`config.mk`:
```
export PLATFORM = sky130hd
export DESIGN_NAME = word_narrower
export DESIGN_NICKNAME = d
export VERILOG_FILES = /design/src/rtl/word_narrower_pkg.sv /design/src/rtl/word_narrower_narrow_check.sv /design/src/rtl/word_narrower.sv
export SDC_FILE = /design/constraint.sdc
export NUM_CORES = 1
export LEC_CHECK = 0
export ABC_AREA = 1
export CAP_MARGIN = 20
export CORE_MARGIN = 2
export CORE_UTILIZATION = 50
export DETAILED_ROUTE_END_ITERATION = 8
export GPL_ROUTABILITY_DRIVEN = 1
export PLACE_DENSITY_LB_ADDON = 0.25
export SLEW_MARGIN = 20
export SYNTH_ARGS = -nofsm -noshare
export SYNTH_HDL_FRONTEND = slang
export SYNTH_HIERARCHICAL = 1
export SYNTH_SLANG_ARGS = --single-unit
export TNS_END_PERCENT = 5
```
`constraint.sdc`:
```
create_clock -name clk -period 3.7 [get_ports clk]
set_clock_uncertainty 0.1 [all_clocks]
set_input_delay 0.555 -clock clk [delete_from_list [all_inputs] [get_ports clk]]
set_output_delay 0.555 -clock clk [all_outputs]
set_load 0.05 [all_outputs]
```
`src/rtl/word_narrower_pkg.sv`:
```
// Shared types and constants for the word narrower: FSM states, mode encodings
// and default widths.
package word_narrower_pkg;

    localparam int DEF_IN_W  = 32;
    localparam int DEF_OUT_W = 16;

    localparam logic MODE_TRUNC = 1'b0;
    localparam logic MODE_SPLIT = 1'b1;

    typedef enum logic [1:0] {
        IDLE    = 2'd0,
        SEND_LO = 2'd1,
        SEND_HI = 2'd2
    } state_t;

endpackage

```
`src/rtl/word_narrower_narrow_check.sv`:
```
// Detects a word that cannot be represented as a sign-extended halfword
// (the inverse of sign extension).
module narrow_check #(
    parameter int IN_W  = 32,
    parameter int OUT_W = 16
) (
    input  logic [IN_W-1:0] word,
    output logic            ovf
);

    always_comb begin
        ovf = (word[IN_W-1:OUT_W] != {OUT_W{word[OUT_W-1]}});
    end

endmodule

```
`src/rtl/word_narrower.sv`:
```
// Narrows IN_W-bit words to OUT_W-bit halfwords, either truncating (one beat)
// or splitting (low then high beat), with valid/ready handshakes on both sides.
module word_narrower
    import word_narrower_pkg::*;
#(
    parameter int IN_W  = DEF_IN_W,
    parameter int OUT_W = DEF_OUT_W
) (
    input  logic             clk,
    input  logic             rst,
    input  logic             in_valid,
    output logic             in_ready,
    input  logic [IN_W-1:0]  in_data,
    input  logic             in_mode,
    output logic             out_valid,
    input  logic             out_ready,
    output logic [OUT_W-1:0] out_data,
    output logic             out_last,
    output logic             out_ovf,
    output logic [7:0]       ovf_cnt
);

    if (IN_W != 2 * OUT_W) begin : g_width_check
        $error("word_narrower: IN_W must equal 2*OUT_W");
    end

    state_t            state;
    state_t            state_nxt;
    logic [IN_W-1:0]   word_p0;
    logic              mode_p0;
    logic              ovf_p0;
    logic [7:0]        cnt;
    logic              ovf_in;
    logic              accept;
    logic              beat;
    logic              final_beat;

    function automatic logic [7:0] sat_inc(input logic [7:0] v);
        return (v == 8'hFF) ? v : 8'(v + 8'd1);
    endfunction

    narrow_check #(
        .IN_W  (IN_W),
        .OUT_W (OUT_W)
    ) u_narrow_check (
        .word (in_data),
        .ovf  (ovf_in)
    );

    // Handshake and output decode; in_ready opens on a final beat so a new
    // word can be loaded in the same cycle the old one finishes.
    always_comb begin
        out_valid  = (state != IDLE);
        out_last   = (state == SEND_HI) || ((state == SEND_LO) && (mode_p0 == MODE_TRUNC));
        out_ovf    = (state == SEND_LO) && ovf_p0;
        out_data   = (state == SEND_HI) ? word_p0[IN_W-1:OUT_W] : word_p0[OUT_W-1:0];
        final_beat = out_valid && out_last && out_ready;
        in_ready   = !rst && ((state == IDLE) || final_beat);
        accept     = in_valid && in_ready;
        beat       = out_valid && out_ready;
        ovf_cnt    = cnt;
    end

    always_comb begin
        state_nxt = state;
        if (accept) begin
            state_nxt = SEND_LO;
        end else if (beat) begin
            case (state)
                SEND_LO: state_nxt = (mode_p0 == MODE_SPLIT) ? SEND_HI : IDLE;
                SEND_HI: state_nxt = IDLE;
                default: state_nxt = IDLE;
            endcase
        end
    end

    // Register stage: captured word, mode and overflow flag.
    always_ff @(posedge clk) begin
        if (rst) begin
            state   <= IDLE;
            word_p0 <= '0;
            mode_p0 <= MODE_TRUNC;
            ovf_p0  <= 1'b0;
            cnt     <= 8'd0;
        end else begin
            state <= state_nxt;
            if (accept) begin
                word_p0 <= in_data;
                mode_p0 <= in_mode;
                ovf_p0  <= ovf_in && (in_mode == MODE_TRUNC);
                if (ovf_in && (in_mode == MODE_TRUNC)) begin
                    cnt <= sat_inc(cnt);
                end
            end
        end
    end

endmodule
```
==> impl_metrics.toml <==
[global_route]
grt_pass1_wl_microns = 7962
antenna_found_initial = 0
grt_overflow = 0
grt_max_degree = 34
grt_pass1_vias = 1873
track_usage_pct = 22.30

[synth]
yosysWarnings = 6
ys_ff_latch = 44
ys_types = 27
synth-compound-area-share_pct = 11.95
ys_dominant_reg_cell = "dfxtp_1"
syn_nets = 327
synthAdderAreaFrac_pct = 0.5977
synth_top_family_by_area = "simple AND/OR/NAND/NOR gates"
yosysSeqAreaShare_pct = 42.08
synth-async-reset-ratio_pct = 0
yosysTopAreaCell = "dfxtp_1"
avgSynthCellArea_sq_um = 7.243
synth_area_leaders = "dfxtp_1 42%, nand3_1 15%, nand2_1 9.9%"
synth_xor_area_share_pct = 2.510
muxShareOfSynthArea_pct = 0
synthSimpleGateAreaFrac_pct = 33.53
synth_commonest_cells = "61 x nand3_1, 55 x nand2_1, 44 x dfxtp_1"
syn_area_sq_mm = 0.002093
yosysMostFrequentCell = "nand3_1"
synth-edff-count = 0
synth_top_area_share_pct = 42.08
synthCells = 289

[floorplanning]
std_cell_rows = 23
dieArea_sq_mm = 0.004720
design.portCount = 65
fp.dieH_microns = 68.71
die_x_microns = 68.71
core_area_sq_mm = 0.004029
start_util_pct = 51.96

[cts]
clk_pin_slew_ns = 0.08
ctsHtreeMaxLevel = 2
clk_root_buffer_cell = "clkbuf_8"
cts_buffer_depth = 2
cts_resized = 0
cts_buffers = 5
cts_tree = "yes"
cts_setup_buffers = 0
clock-sinks = 44
clk_latency_ns = 0.30
holdBufCountCts = 0

[worst_setup_path]
crit_end = "out_data[15]"
path_max_fanout = 17
cp-start-kind = "flop"
r2r_setup_slack_ns = 1.79
endpoint_kind = "output port"
timing.rr.start = "state[1]"
reg2reg_to = "word_p0[29]"
critPathLaunch = "state[0]"
r2r_cells = 6
worstPathRequired_ns = 3.04
crit_type = "flop to output port"
crit_arrival_ns = 2.44

[timing]
tns_ns = 0
slew_viol_final = 0
fin_crit_ns = 3.091
max_clock_freq_mhz = 323.5
fin_crit_sh_pct = 83.54
relSlewSlack_pct = 58.89
setup_viol = 0
tightest_slew_ns = 0.6159
rsz0062_at_grt = "no"
timing_hold_violations_final = 0
hold_slack_ns = 0.3690

[finish]
layout.cells.non_filler = 398
diodes = 0
drive_gt1_share_pct = 6.034
nNetsFinal = 385
area_delta_synth_final_pct = 34.79

[placement]
hpwl_microns = 3534
dp_cells = 390
placement.io_buffers = 64
gp_congestion = 0.7957

[route]
drt-total-wl_microns = 4973
ant_nets = 0
vias = 2077
route.detailed.drc = 0
initialDrtViolationCount = 164
vias_per_cell = 5.219
dr.pass1.iters = 4
routedWlPerCell_microns = 12.49

[power]
p_per_area_mw_per_mm2 = 384.0
ir_worst_vdd_v = 0.0002204
p_leak_nw = 1.154

[min_path]
hp-class = "flop to flop"

[run]
drv_cap = 0

[outcome]
outcome = "completed"
flip-flops by register name, summed over array words and instances (netlist names):
register  cells
mode_p0       1
word_p0      32
ovf_cnt       8
state         2
ovf_p0        1
critical path, stage by stage (launching register included):
cell and delay, ns:
dfxtp_1 0.37, inv_1 0.08, nand2_1 0.38, buf_4 0.30, nand2_1 0.06, o21ai_0 0.10
clkdlybuf4s50_1 0.85
final cells by class:
class                   instances  area [sq um]
flip-flops and latches         44         880.8
fillers                       365          1207
well taps                      50         62.56
clock inverters                 2         10.01
clock buffers                   6         82.58
inverters                      28         105.1
multi-input cells             201          1017
repair buffers                 67         663.1
cell usage in the layout (no fill, tap or decap), drive strengths merged:
cell type      instances
inv                   28
nor2                  18
nand3                 63
xnor2                  3
clkinv                 2
clkdlybuf4s50         64
o31ai                  1
nand3b                 2
o22ai                  2
nand2                 56
nand4                  1
o21ai                 36
xor2                   3
ha                     1
dfxtp                 44
clkbuf                 6
or2                    2
nor3                   3
buf                    3
a21oi                 10
stage by stage:
stage	setup WS, ns	power [mW]	cell area [sq um]	util, %
floorplan	1.245	0.6871	2093	-
global placement	0.6910	0.7802	2729	67.73
detailed placement	0.5647	0.7842	2729	67.73
CTS	0.6126	1.092	2821	70.03
global route	0.4794	1.140	2821	70.03
finish	0.6091	1.083	2821	70.03
report_power, final:
group | internal [mW] | total [mW] | switching [mW] | leakage (nW)
clock | 0.149 | 0.310 | 0.161 | 0.0510
combinational | 0.0974 | 0.252 | 0.154 | 0.741
sequential | 0.506 | 0.521 | 0.0146 | 0.362
cells by family (layout without fill, tap and decap cells):
| logic type | count (synthesis) | count (layout) |
|---|---|---|
| and+or+nand+nor | 145 | 145 |
| AOI/OAI and AO/OA | 49 | 49 |
| DFF | 44 | 44 |
| buffers and inverters | 44 | 103 |
| xor gates and xnor gates | 6 | 6 |
| adders and majority gates | 1 | 1 |
metal layers:
layer / up-vias / track usage (%) / routed length [microns]
li1: 1068 / - / -
met1: 951 / 27.62 / 2304
met2: 53 / 38.22 / 2347
met3: 5 / 4.058 / 270
met4: 0 / 8.824 / 51
met5: - / 0 / 0
how the worst min path moves through the flow:
stage                     cells past startpoint           to  slack, ns         from
after global routing                          2   word_p0[6]       0.39   word_p0[6]
after CTS                                     2  word_p0[30]       0.37  word_p0[30]
final                                         2   word_p0[6]       0.37   word_p0[6]
after floorplan                               2  word_p0[30]       0.33  word_p0[30]
after detailed placement                      2  word_p0[30]       0.36  word_p0[30]
after global placement                        2  word_p0[30]       0.35  word_p0[30]
(Power assumes the default switching activity.)
